$ cat src/rtl/branch_resolve_unit_pkg.sv
// rtl/branch_resolve_unit_pkg.sv - shared types and constants for the branch resolve unit
// Purpose: prediction queue entry type and the sequential PC step.
// Contents: BRU_ADDR_W (entry field width), BRU_PC_STEP, BranchPredEntry.
package branch_resolve_unit_pkg;

  localparam int unsigned BRU_ADDR_W  = 32;
  localparam int unsigned BRU_PC_STEP = 4;

  // Fields are sized for the widest supported PC; narrower builds zero-extend.
  typedef struct packed {
    logic [BRU_ADDR_W-1:0] pc;
    logic                  predTaken;
    logic [BRU_ADDR_W-1:0] predTarget;
  } BranchPredEntry;

endpackage

$ cat src/rtl/branch_resolve_unit_if.sv
// rtl/branch_resolve_unit_if.sv - fetch/execute/training bus of the branch resolve unit
// Purpose: bundles fetch push, execute resolve and the registered training/flush outputs.
// Modports: master = fetch/execute side (drives pushes and resolves),
//           slave  = branch_resolve_unit (drives queue_full, training, flush, redirect).
interface branch_resolve_unit_if #(
  parameter int ADDR_W = 32
);
  logic              fetch_valid;
  logic [ADDR_W-1:0] fetch_pc;
  logic              fetch_pred_taken;
  logic [ADDR_W-1:0] fetch_pred_target;
  logic              queue_full;
  logic              exe_valid;
  logic              exe_taken;
  logic [ADDR_W-1:0] exe_target;
  logic              isBranch;
  logic              isBranchTaken;
  logic              flush;
  logic [ADDR_W-1:0] redirect_pc;
  logic              protocol_err;

  modport master (
    output fetch_valid, fetch_pc, fetch_pred_taken, fetch_pred_target,
    output exe_valid, exe_taken, exe_target,
    input  queue_full, isBranch, isBranchTaken, flush, redirect_pc, protocol_err
  );

  modport slave (
    input  fetch_valid, fetch_pc, fetch_pred_taken, fetch_pred_target,
    input  exe_valid, exe_taken, exe_target,
    output queue_full, isBranch, isBranchTaken, flush, redirect_pc, protocol_err
  );
endinterface

$ cat src/rtl/branch_resolve_unit_branch_pred_queue.sv
// rtl/branch_resolve_unit_branch_pred_queue.sv - in-order queue of in-flight branch predictions
// Purpose: circular buffer with wrap-bit pointers; clear collapses the queue onto the popped pointer.
// Ports: clk, rst (async active-low), push/push_entry, pop, clear, head, full, empty.
module branch_pred_queue
  import branch_resolve_unit_pkg::*;
#(
  parameter int DEPTH = 4
) (
  input  logic           clk,
  input  logic           rst,
  input  logic           push,
  input  BranchPredEntry push_entry,
  input  logic           pop,
  input  logic           clear,
  output BranchPredEntry head,
  output logic           full,
  output logic           empty
);

  localparam int IW = $clog2(DEPTH);
  localparam int PW = IW + 1;

  logic [PW-1:0]  wr_ptr;
  logic [PW-1:0]  rd_ptr;
  logic [PW-1:0]  rd_next;
  logic [PW-1:0]  count;
  logic           do_push;
  logic           do_pop;
  BranchPredEntry mem [DEPTH];

  assign count   = wr_ptr - rd_ptr;
  assign full    = (count == PW'(DEPTH));
  assign empty   = (count == '0);
  assign head    = mem[rd_ptr[IW-1:0]];
  assign rd_next = rd_ptr + PW'(1);
  // A clear always accompanies a mispredicting pop, so any same-cycle push is wrong-path.
  assign do_push = push && !full && !clear;
  assign do_pop  = pop && !empty;

  always_ff @(posedge clk or negedge rst) begin
    if (!rst) begin
      wr_ptr <= '0;
      rd_ptr <= '0;
    end else if (clear) begin
      wr_ptr <= rd_next;
      rd_ptr <= rd_next;
    end else begin
      if (do_push) wr_ptr <= wr_ptr + PW'(1);
      if (do_pop)  rd_ptr <= rd_next;
    end
  end

  always_ff @(posedge clk) begin
    if (do_push) mem[wr_ptr[IW-1:0]] <= push_entry;
  end

endmodule

$ cat src/rtl/branch_resolve_unit.sv
// rtl/branch_resolve_unit.sv - execute-stage branch resolution, predictor training and redirect
// Purpose: compares the oldest queued prediction against the execute outcome; emits registered
//          training pulse, one-cycle flush and redirect PC; flags resolves with an empty queue.
// Ports: clk, rst (async active-low), bus (slave modport), branch_count, mispredict_count.
// Optional: BRU_PERF_COUNTER_EN builds saturating branch/mispredict counters; otherwise both read 0.
module branch_resolve_unit
  import branch_resolve_unit_pkg::*;
#(
  parameter int DEPTH  = 4,
  parameter int ADDR_W = 32
) (
  input  logic                  clk,
  input  logic                  rst,
  branch_resolve_unit_if.slave  bus,
  output logic [31:0]           branch_count,
  output logic [31:0]           mispredict_count
);

  BranchPredEntry    push_entry;
  BranchPredEntry    head;
  logic              full;
  logic              empty;
  logic              push;
  logic              pop;
  logic              mispredict;
  logic [ADDR_W-1:0] seq_pc;

  // Wrong-path fetches arriving while flush is high are ignored.
  assign push = bus.fetch_valid && !full && !bus.flush;
  assign pop  = bus.exe_valid && !empty;

  assign push_entry.pc         = BRU_ADDR_W'(bus.fetch_pc);
  assign push_entry.predTaken  = bus.fetch_pred_taken;
  assign push_entry.predTarget = BRU_ADDR_W'(bus.fetch_pred_target);

  assign mispredict = pop && ((head.predTaken != bus.exe_taken) ||
                              (bus.exe_taken && head.predTaken &&
                               (head.predTarget[ADDR_W-1:0] != bus.exe_target)));

  // Fall-through PC wraps naturally at 2^ADDR_W.
  assign seq_pc = head.pc[ADDR_W-1:0] + ADDR_W'(BRU_PC_STEP);

  branch_pred_queue #(
    .DEPTH (DEPTH)
  ) u_queue (
    .clk        (clk),
    .rst        (rst),
    .push       (push),
    .push_entry (push_entry),
    .pop        (pop),
    .clear      (mispredict),
    .head       (head),
    .full       (full),
    .empty      (empty)
  );

  assign bus.queue_full = full;

  always_ff @(posedge clk or negedge rst) begin
    if (!rst) begin
      bus.isBranch      <= 1'b0;
      bus.isBranchTaken <= 1'b0;
      bus.flush         <= 1'b0;
      bus.redirect_pc   <= '0;
      bus.protocol_err  <= 1'b0;
    end else begin
      bus.isBranch      <= pop;
      bus.isBranchTaken <= pop && bus.exe_taken;
      bus.flush         <= mispredict;
      if (mispredict) begin
        bus.redirect_pc <= bus.exe_taken ? bus.exe_target : seq_pc;
      end
      if (bus.exe_valid && empty) begin
        bus.protocol_err <= 1'b1;
      end
    end
  end

`ifdef BRU_PERF_COUNTER_EN
  logic [31:0] br_cnt;
  logic [31:0] mp_cnt;

  always_ff @(posedge clk or negedge rst) begin
    if (!rst) begin
      br_cnt <= '0;
      mp_cnt <= '0;
    end else begin
      if (pop && (br_cnt != '1))        br_cnt <= br_cnt + 32'd1;
      if (mispredict && (mp_cnt != '1)) mp_cnt <= mp_cnt + 32'd1;
    end
  end

  assign branch_count     = br_cnt;
  assign mispredict_count = mp_cnt;
`else
  assign branch_count     = '0;
  assign mispredict_count = '0;
`endif

endmodule

$ cat src/flat_wrapper.sv
// flat-port wrapper written by rule: the top's interface ports become plain ports
module branch_resolve_unit_flat import branch_resolve_unit_pkg::*;
#(
  parameter int DEPTH  = 4,
  parameter int ADDR_W = 32
)
  (clk, rst, branch_count, mispredict_count, bus_fetch_valid, bus_fetch_pc, bus_fetch_pred_taken, bus_fetch_pred_target, bus_exe_valid, bus_exe_taken, bus_exe_target, bus_queue_full, bus_isBranch, bus_isBranchTaken, bus_flush, bus_redirect_pc, bus_protocol_err);
  branch_resolve_unit_if #(.ADDR_W(ADDR_W)) bus_i ();
  input  logic clk;
  input  logic rst;
  output logic [31:0] branch_count;
  output logic [31:0] mispredict_count;
  input wire logic [$bits(bus_i.fetch_valid)-1:0] bus_fetch_valid;
  input wire logic [$bits(bus_i.fetch_pc)-1:0] bus_fetch_pc;
  input wire logic [$bits(bus_i.fetch_pred_taken)-1:0] bus_fetch_pred_taken;
  input wire logic [$bits(bus_i.fetch_pred_target)-1:0] bus_fetch_pred_target;
  input wire logic [$bits(bus_i.exe_valid)-1:0] bus_exe_valid;
  input wire logic [$bits(bus_i.exe_taken)-1:0] bus_exe_taken;
  input wire logic [$bits(bus_i.exe_target)-1:0] bus_exe_target;
  output wire logic [$bits(bus_i.queue_full)-1:0] bus_queue_full;
  output wire logic [$bits(bus_i.isBranch)-1:0] bus_isBranch;
  output wire logic [$bits(bus_i.isBranchTaken)-1:0] bus_isBranchTaken;
  output wire logic [$bits(bus_i.flush)-1:0] bus_flush;
  output wire logic [$bits(bus_i.redirect_pc)-1:0] bus_redirect_pc;
  output wire logic [$bits(bus_i.protocol_err)-1:0] bus_protocol_err;
  assign bus_i.fetch_valid = bus_fetch_valid;
  assign bus_i.fetch_pc = bus_fetch_pc;
  assign bus_i.fetch_pred_taken = bus_fetch_pred_taken;
  assign bus_i.fetch_pred_target = bus_fetch_pred_target;
  assign bus_i.exe_valid = bus_exe_valid;
  assign bus_i.exe_taken = bus_exe_taken;
  assign bus_i.exe_target = bus_exe_target;
  assign bus_queue_full = bus_i.queue_full;
  assign bus_isBranch = bus_i.isBranch;
  assign bus_isBranchTaken = bus_i.isBranchTaken;
  assign bus_flush = bus_i.flush;
  assign bus_redirect_pc = bus_i.redirect_pc;
  assign bus_protocol_err = bus_i.protocol_err;
  branch_resolve_unit #(.DEPTH(DEPTH), .ADDR_W(ADDR_W)) u_core (.clk(clk), .rst(rst), .bus(bus_i), .branch_count(branch_count), .mispredict_count(mispredict_count));
endmodule
$ cat config.mk
export PLATFORM = sky130hd
export DESIGN_NAME = branch_resolve_unit_flat
export DESIGN_NICKNAME = d
export VERILOG_FILES = /design/src/rtl/branch_resolve_unit_pkg.sv /design/src/rtl/branch_resolve_unit_if.sv /design/src/rtl/branch_resolve_unit_branch_pred_queue.sv /design/src/rtl/branch_resolve_unit.sv /design/src/flat_wrapper.sv
export SDC_FILE = /design/constraint.sdc
export NUM_CORES = 1
export LEC_CHECK = 0
export CORE_MARGIN = 3
export CORE_UTILIZATION = 56
export CTS_BUF_LIST = sky130_fd_sc_hd__clkbuf_4 sky130_fd_sc_hd__clkbuf_8
export DETAILED_ROUTE_END_ITERATION = 12
export PLACE_DENSITY = 0.87
export SLEW_MARGIN = 20
export SYNTH_ARGS = -nofsm -noshare
export SYNTH_HDL_FRONTEND = slang
export SYNTH_SLANG_ARGS = --single-unit
export TNS_END_PERCENT = 100
$ cat constraint.sdc
create_clock -name clk -period 11.3 [get_ports clk]
set_clock_uncertainty 0.2 [all_clocks]
set_input_delay 1.695 -clock clk [delete_from_list [all_inputs] [get_ports clk]]
set_output_delay 1.695 -clock clk [all_outputs]
set_load 0.05 [all_outputs]
==> run_results.csv, run 1 <==
group,metric,value,unit
floorplanning,ios,203,
cts,post-cts-setup-buffers,0,
cts,cts_hold_buffers,0,
global_routing,grt_max_degree,64,
cts,clock_latency,0.56,ns
finish,drive_gt1_share,19.6,%
sta,finalHoldViolCount,0,
synth,yosysWarningCount,0,
pwr,p_switching,1.53,mW
pwr,clkPwrFrac,21.3,%
drt,avgRoutedWirePerCell,23.0,um
sta,slew_headroom,41.3,%
cts,numCtsBuffers,48,
sta,rsz0062_at_grt,"no",
synth,synth_seq_cells,302,
pwr,leakage,5.51,nW
min_path,hold_class,"flop to flop",
place,hpwl,20.1,mm
setup_path,crit_fanout,45,
synth,ys.flop_type,"edfxtp_1",
floorplanning,die_area,25700,um2
pwr,power_frac_seq,39.1,%
global_routing,track_usage,23.0,%
global_routing,grt_overflow,0,
outcome,outcome,"finished clean",
setup_path,reg2reg_from,"u_core.u_queue.rd_ptr[1]",
synth,synthCells,770,
sta,clock.fmax,180,MHz
synth,async_flop_share,13.9,%
cts,cts_tree,"built",
floorplanning,core_area,23100,um2
drt,via_per_inst,5.76,
synth,ys_seq_area_share,66.3,%
job,maxCapViolCount,0,
min_path,hold_path.startpoint,"u_core.bus.protocol_err",
drt,drtAntennaViolNets,0,
sta,slew_viol_final,0,
setup_path,path_class,"flop to output port",
floorplanning,start_util,57.9,%
place,routabilityCongestion,0.890,
cts,numClockSinks,302,
synth,synth_edf_count,260,
min_path,hold_depth,1,
setup_path,regToRegEndpoint,"u_core.u_queue.mem[2][25]",
synth,synth_area_per_cell,17.3,um2
synth,syn_area,13400,um2
pwr,sw_frac_of_total,36.5,%
drt,drt_iter0_markers,717,
pwr,cell_internal_pwr,2.66,mW
sta,post-route-period-util,49.0,%
setup_path,crit_chain,"buf_4 -> inv_1 -> ha_1 -> nor2b_1 -> xnor2_1 -> nor2_1 -> clkdlybuf4s50_1",
synth,yosys.cell_types.count,56,
drt,vias,7424,
finish,area_delta_synth_final,17.5,%
pwr,ir_worst_vdd,0.131,mV
floorplanning,fp.dieH,160,um
min_path,hold_end,"u_core.bus.protocol_err",
drt,drt_wl_total,29.7,mm
setup_path,reg2reg_depth,10,
sta,fin_setup_tns,0,ns
cts,root_buffer,"clkbuf_8",
cts,path_clk_slew,0.06,ns
setup_path,cp-start-kind,"flop",
floorplanning,dieWidth,160,um
floorplanning,rows,55,
cts,htree_levels,2,
global_routing,grt_pass1_wl,44.8,mm
sta,setup_viol,0,
sta,tightest_slew,0.877,ns
setup_path,slowest_delay,0.82,ns
setup_path,worstPathRequired,9.41,ns
drt,drc,0,
setup_path,slowest_stage,"clkdlybuf4s50_1",
pwr,finalPower,4.19,mW
global_routing,grt_pass1_vias,7444,
pwr,p_comb_share,39.6,%
finish,fill_cells,1505,
setup_path,worstSetupEndpointType,"output port",
sta,min_period,5.54,ns
global_routing,antenna_found_initial,1,
finish,diodes,0,
place,portBuffers,138,
setup_path,cp_data_arrival_time,3.65,ns
pwr,powerDensity,267,nW/um2
finish,final_nets,1050,
cts,clockBufferDepth,3,
cts,postCtsResizedCells,0,
setup_path,reg2reg_slack,6.04,ns
drt,first_pass_iters,5,
stage by stage:
| stage | setup WS, ns | instance area (um2) | hold slack, ns | std cells | util, % |
|---|---|---|---|---|---|
| 6_report | 5.76 | 15700 | 0.287 | 1289 | 68.0 |
| 5_1_grt | 5.51 | 15700 | 0.312 | 1289 | 68.0 |
| 4_1_cts | 5.70 | 15700 | 0.295 | 1289 | 68.0 |
| 3_5_place_dp | 5.71 | 14700 | 0.274 | 1202 | 64.0 |
| 3_3_place_gp | 5.82 | 14700 | 0.259 | 1202 | 64.0 |
| 2_1_floorplan | 2.54 | 13600 | 0.301 | 833 | - |
worst max path at each step:
stage	to	startpoint
detailed placement	u_core.u_queue.mem[2][49]	bus_exe_taken
CTS	bus_queue_full	u_core.u_queue.rd_ptr[1]
finish	bus_queue_full	u_core.u_queue.rd_ptr[1]
global placement	u_core.u_queue.mem[2][49]	bus_exe_taken
global route	bus_queue_full	u_core.u_queue.rd_ptr[1]
floorplan	u_core.u_queue.mem[0][0]	bus_exe_taken
power groups by stage:
stage / Combinational (mW) / Sequential, mW / Clock, mW
5_1_grt: 1.76 / 1.67 / 0.963
4_1_cts: 1.66 / 1.64 / 0.911
3_5_place_dp: 1.65 / 1.66 / 0
2_1_floorplan: 1.07 / 1.82 / 0
6_report: 1.66 / 1.64 / 0.894
3_3_place_gp: 1.63 / 1.64 / 0
synthesized netlist by cell type, drive strengths merged, types with 11 or more instances:
cell | number | area, um2
nand2 | 46 | 173
dfrtp | 42 | 1050
nand4 | 11 | 68.8
inv | 11 | 41.3
o21ai | 22 | 110
xor2 | 36 | 315
xnor2 | 14 | 123
mux4 | 64 | 1470
nor4 | 13 | 87.6
nor2 | 11 | 41.3
mux2 | 32 | 473
edfxtp | 260 | 7810
buf | 84 | 682
state kept, by name, summed over array words and instances, names as in the netlist:
| name | cells |
|---|---|
| u_core.bus.isBranch | 1 |
| u_core.bus.flush | 1 |
| u_core.u_queue.wr_ptr | 3 |
| u_core.bus.isBranchTaken | 1 |
| u_core.u_queue.mem | 260 |
| u_core.u_queue.rd_ptr | 3 |
| u_core.bus.protocol_err | 1 |
| u_core.bus.redirect_pc | 32 |
layout by cell type (no fill, tap or decap), types with 4 or more instances in the layout:
cell / instances
edfxtp_1: 260
mux4_1: 8
o211ai_1: 5
nor3_1: 7
nor2_1: 11
nand2_1: 46
nand3_1: 9
xnor2_1: 14
mux2i_1: 10
a21oi_1: 9
or3_1: 4
o21ai_0: 21
buf_4: 13
and3_1: 5
nand4_1: 11
ha_1: 9
mux2_4: 30
xor2_1: 36
and2_1: 8
clkdlybuf4s50_1: 136
clkinv_2: 8
nor3b_1: 7
conb_1: 64
clkbuf_8: 51
clkbuf_4: 13
mux4_2: 56
inv_1: 11
nor4_1: 12
dfrtp_1: 40
clkinv_1: 10
metal layers:
metal | track usage [%] | part of all wire (%) | up-vias
met5 | 0 | 0.040 | -
met4 | 7.46 | 2.9 | 2
met3 | 5.49 | 9.1 | 63
met2 | 35.4 | 47 | 418
met1 | 33.1 | 41 | 3707
li1 | - | - | 3234
logic make-up after synthesis:
group,synth area share (%)
AO/OA/AOI/OAI,2.90
adder cells (fa/ha/maj),0.843
other,0.0281
XOR/XNOR,3.28
flip-flops,66.3
AND/OR/NAND/NOR,5.59
buffers and inverters,5.70
multiplexers,15.3
cell type report:
type	instances	area (um2)	share of cell area (%)
sequential	302	8860	56.5
multi-input combinational	426	3990	25.4
timing repair buffer	150	1460	9.33
clock buffer	64	800	5.10
tap	313	392	2.50
clock inverter	23	139	0.885
inverter	11	41.3	0.263
worst max-delay path: cells and delay by family (launching register included):
| kind | cells | cell delay, ns |
|---|---|---|
| AND/OR/NAND/NOR | 2 | 0.28 |
| adder cells (fa/ha/maj) | 1 | 0.22 |
| buffers and inverters | 3 | 1.63 |
| XOR/XNOR | 1 | 0.12 |
| flip-flops | 1 | 0.79 |
Power figures use the tool's default switching activity.
==> run 2: changes to the inputs <==
Clock period 11.3 ns to 5.6 ns, I/O delays scaled along.
==> run_results.csv, run 2 (same netlist as run 1, synthesis figures left out) <==
group,metric,value,unit
finish,final_common_cell,"edfxtp_1",
floorplanning,dieWidth,160,um
setup_path,reg2reg_slack,0.75,ns
pwr,leakage,5.58,nW
cts,clock_latency,0.56,ns
drt,drt_wl_total,29.8,mm
place,place_inst,1204,
cts,postCtsResizedCells,0,
setup_path,startpoint,"u_core.u_queue.rd_ptr[0]",
global_routing,grt_pass1_wl,46.0,mm
finish,diodes,0,
outcome,outcome,"finished clean",
place,portBuffers,138,
drt,via_per_inst,5.86,
finish,final_util,68.8,%
finish,fin_cells,1294,
drt,drtAntennaViolNets,0,
setup_path,path_class,"flop to flop",
job,maxCapViolCount,0,
cts,htree_levels,2,
place,hpwl,19.7,mm
finish,design_area,15900,um2
drt,vias,7578,
sta,finalHoldViolCount,0,
sta,fin_setup_tns,0,ns
setup_path,reg2reg_depth,9,
finish,area_delta_synth_final,18.7,%
sta,slew_headroom,28.8,%
cts,numCtsBuffers,48,
setup_path,crit_fanout,53,
sta,setup_viol,0,
sta,rsz0062_at_grt,"no",
global_routing,grt_overflow,0,
finish,final_cell_mix,"edfxtp_1 (260), clkdlybuf4s50_1 (136), conb_1 (64), mux4_2 (56), clkbuf_8 (54)",
setup_path,reg2reg_from,"u_core.u_queue.rd_ptr[0]",
finish,drive_gt1_share,20.1,%
place,routabilityCongestion,0.874,
pwr,powerDensity,545,nW/um2
cts,cts_hold_buffers,0,
global_routing,track_usage,23.4,%
cts,root_buffer,"clkbuf_8",
place,placed_cell_area,14800,um2
pwr,ir_worst_vdd,0.324,mV
floorplanning,fp.dieH,160,um
drt,first_pass_iters,5,
floorplanning,die_area,25700,um2
drt,drt_iter0_markers,913,
drt,avgRoutedWirePerCell,23.1,um
sta,fin_ws,0.754,ns
setup_path,worstSetupEndpointType,"flop",
cts,cts_tree,"built",
sta,tightest_slew,1.04,ns
finish,multi_input_area,4010,um2
drt,drc,0,
global_routing,antenna_found_initial,0,
floorplanning,start_util,57.9,%
setup_path,cp-start-kind,"flop",
place,pre_cts_ws,0.938,ns
floorplanning,core_area,23100,um2
floorplanning,ios,203,
cts,clockBufferDepth,3,
sta,post-route-period-util,86.5,%
min_path,hold_class,"input pin to async pin",
cts,numClockSinks,302,
global_routing,grt_max_degree,72,
finish,largest_reg_flops,260,
cts,path_clk_slew,0.06,ns
floorplanning,rows,55,
finish,regArea,8860,um2
sta,min_period,4.85,ns
setup_path,cp_data_arrival_time,4.82,ns
setup_path,worstPathRequired,5.57,ns
sta,slew_viol_final,0,
finish,final_nets,1052,
setup_path,crit_path_end,"u_core.u_queue.mem[2][56]",
setup_path,regToRegEndpoint,"u_core.u_queue.mem[2][56]",
finish,fill_cells,1451,
cts,post-cts-setup-buffers,0,
global_routing,grt_pass1_vias,7718,
sta,clock.fmax,206,MHz
## run 2: cell count changes in the layout (fill, tap and decap cells not counted)
cell,delta
buf_2,+1
clkinv_2,-3
buf_12,+4
nor3_2,-1
clkbuf_8,+3
nor3b_4,+3
bufinv_16,+1
nor3b_2,-3
nor3_4,+1
clkinvlp_4,-2
clkinv_1,-1
clkbuf_4,+5
buf_4,-3
## run 2: layer usage
metal  part of all wire, %  global-route usage, %  up-vias
met1                    39                   33.1     3734
met3                    10                   5.29       72
li1                      -                      -     3240
met4                   3.3                   8.60        0
met5                     0                      0        -
met2                    47                   36.2      532
## run 2: worst max-delay path: stages (launching register included)
cell and delay, ns:
dfrtp_4 0.43, mux4_2 0.51, ha_1 0.42, nor3b_1 0.22, mux2i_1 0.09, a2111oi_0 0.93
nand4_1 0.22, o221a_4 0.44, nor3b_4 0.27, buf_4 0.65
## run 2: how the worst min path moves through the flow
stage / startpoint / to / cells after the start
floorplan: u_core.u_queue.rd_ptr[2] / u_core.u_queue.rd_ptr[2] / 1
global placement: u_core.bus.protocol_err / u_core.bus.protocol_err / 1
detailed placement: u_core.bus.protocol_err / u_core.bus.protocol_err / 1
CTS: rst / u_core.bus.redirect_pc[8] / 2
global route: rst / u_core.bus.redirect_pc[7] / 2
finish: rst / u_core.bus.redirect_pc[7] / 2
## run 2: stage by stage
step                total power, mW  hold slack (ns)
global placement               6.64            0.257
finish                         8.64            0.165
CTS                            8.68            0.183
floorplan                      5.81            0.301
global route                   9.03            0.202
detailed placement             6.73            0.257
## run 2: final cells by class
class / count / share of cell area, %
flip-flops and latches: 302 / 55.9
well taps: 313 / 2.47
clock inverters: 18 / 0.853
inverters: 11 / 0.260
clock buffers: 72 / 5.54
repair buffers: 152 / 9.63
multi-input cells: 426 / 25.3
## run 2: report_power, final
| part | switching [mW] | total [mW] | leakage, nW | internal (mW) |
|---|---|---|---|---|
| Combinational | 2.09 | 3.53 | 2.20 | 1.44 |
| Sequential | 0.183 | 3.18 | 2.85 | 3.00 |
| Clock | 0.831 | 1.93 | 0.538 | 1.10 |
==> variant: new RTL, settings of run 2 <==
`DEPTH` is set to 4 in 3 places; all go to 2.
--- a/src/rtl/branch_resolve_unit_branch_pred_queue.sv
+++ b/src/rtl/branch_resolve_unit_branch_pred_queue.sv
@@ -6,3 +6,3 @@
 #(
-  parameter int DEPTH = 4
+  parameter int DEPTH = 2
 ) (
--- a/src/rtl/branch_resolve_unit.sv
+++ b/src/rtl/branch_resolve_unit.sv
@@ -8,3 +8,3 @@
 #(
-  parameter int DEPTH  = 4,
+  parameter int DEPTH  = 2,
   parameter int ADDR_W = 32
--- a/src/flat_wrapper.sv
+++ b/src/flat_wrapper.sv
@@ -3,3 +3,3 @@
 #(
-  parameter int DEPTH  = 4,
+  parameter int DEPTH  = 2,
   parameter int ADDR_W = 32
Behaviour: not the same (Yosys sat finds a counterexample within 4 cycles, from zero or initial values and one cycle with rst low).
==> variant against run 2 <==
  * Clock power shrank 53%
  * Worst setup slack better by 0.81 ns
  * Combinational power down 35%
  * Sequential cell count down 132
  * Critical endpoint is now u_core.u_queue.mem[1][40]
  * Synthesized area down 38%
  * Highest routed layer unchanged
  * Power decreased by 39%
  * Routed wire length is 40% lower
  * Design area down 37%
==> variant: results <==
global_route:
  grt_usage_pct: 22.5
  grt_pass1_vias: 5154
  grt_pass1_wl_um: 27500
  grt_max_degree: 67
  antenna_found_initial: 0
logic_synthesis:
  synth_edf_count: 130
  synth_area_leaders: "edfxtp_1, dfrtp_1, mux2i_1"
  synth_common_cells: "edfxtp_1, buf_4, mux2i_1, xnor2_1, mux2_2"
  yosys_register_bits: 170
  synth_seq_area_share_pct: 59.6
  syn_area_per_cell_um2: 14.2
  synth.distinct_cells: 53
  synth_ff_type: "edfxtp_1"
  yosys_warnings: 0
  async_flop_share_pct: 23.5
worst_setup_path:
  crit_fanout: 66
  worstSetupStartpoint: "u_core.u_queue.rd_ptr[0]"
  arrival_ns: 3.90
clock_tree:
  cts_buffer_depth: 2
  postCtsSetupBuffers: 0
  clkLatencyLatePin_ns: 0.45
  clkTransAtPathRegs_ns: 0.08
  cts_buffers: 17
  h-tree-depth: 4
status:
  status: "finished, final reports clean"
placement:
  dp_hpwl_um: 13100
  place_inst: 884
  gp_congestion: 0.941
  io_buffers: 138
drt:
  vias_per_cell: 5.44
  dr.pass1.iters: 4
  totalWireLength_um: 18000
  drt_iter0_markers: 336
  vias: 4982
hold_path:
  hold_start: "u_core.bus.protocol_err"
  hp-class: "reg2reg"
layout:
  fillCellCount: 956
  finalNetCount: 827
  largest_reg_flops: 130
  drive_gt1_share_pct: 15.4
  diodes: 0
power_and_ir_drop:
  p_leak_nw: 3.70
  vdd_ir_drop_max_mv: 0.359
timing:
  slew_headroom_pct: 30.9
==> variant: cell count changes after synthesis, moves of 7 or more <==
cell / run 2 / this run
edfxtp_1: 260 / 130
ha_1: 9 / 2
inv_1: 11 / 4
mux2_2: 2 / 43
mux2_4: 30 / 0
mux2i_1: 10 / 55
mux4_1: 8 / 0
mux4_2: 56 / 0
nand4_1: 11 / 3
nor3b_1: 10 / 3
o21ai_0: 21 / 28
xnor2_1: 14 / 52
xor2_1: 36 / 12
==> variant: cells by family (layout without fill, tap and decap cells) <==
kind of cell	count (synthesis)	count (layout)	synth area share, %
AOI/OAI and AO/OA	51	51	4.61
xor gates and xnor gates	64	64	6.81
adders and majority gates	2	2	0.304
buffers and inverters	88	180	7.74
DFF	170	170	59.6
muxes	99	99	12.7
other	1	64	0.0456
and+or+nand+nor	106	106	8.18
==> variant: path summary, 6_finish.rpt <==
path / endpoint / slack [ns] / cells past startpoint
setup / recovery: u_core.u_queue.mem[1][40] / 1.57 / 8
setup reg to reg: u_core.u_queue.mem[1][40] / 1.57 / 8
max in group asynchronous: u_core.u_queue.rd_ptr[0] / 4.15 / 1
hold / removal: u_core.bus.protocol_err / 0.29 / 1
hold reg to reg: u_core.bus.protocol_err / 0.29 / 1
min in group asynchronous: u_core.bus.redirect_pc[22] / 0.34 / 1
==> variant: routing by layer <==
metal / vias to the layer above / GRT usage (%) / routed length, µm
li1: 2275 / - / -
met1: 2437 / 27.8 / 7170
met2: 235 / 38.0 / 9130
met3: 35 / 5.56 / 1200
met4: 0 / 9.59 / 481
met5: - / 0 / 0
==> variant: cell type report <==
class	count	area share (%)
Inverter	4	0.151
Clock inverter	7	1.18
Tap cell	180	2.26
Multi-Input combinational cell	386	29.7
Timing Repair Buffer	144	14.2
Sequential cell	170	49.3
Clock buffer	25	3.14
==> variant: metrics by stage <==
step	area, µm²	setup slack, ns	utilization [%]
6_report	9950	1.57	70.3
5_1_grt	9950	1.39	70.3
4_1_cts	9950	1.59	70.3
3_5_place_dp	9520	1.56	67.3
3_3_place_gp	9520	1.59	67.3
2_1_floorplan	8480	0.0477	-
==> variant: power breakdown <==
group | total (mW) | switching [mW] | internal [mW]
Sequential | 2.10 | 0.297 | 1.80
Clock | 0.907 | 0.405 | 0.502
Combinational | 2.28 | 1.37 | 0.905
Total | 5.29 | 2.08 | 3.21
==> variant: worst max-delay path, cell delays in order (launching register included) <==
cell	delay [ns]
dfrtp_4	1.13
mux2i_1	0.30
xnor2_1	0.11
nor4_1	0.50
nand4_1	0.15
nor2_1	0.21
o21ai_4	0.18
nor2_4	0.13
buf_4	0.69
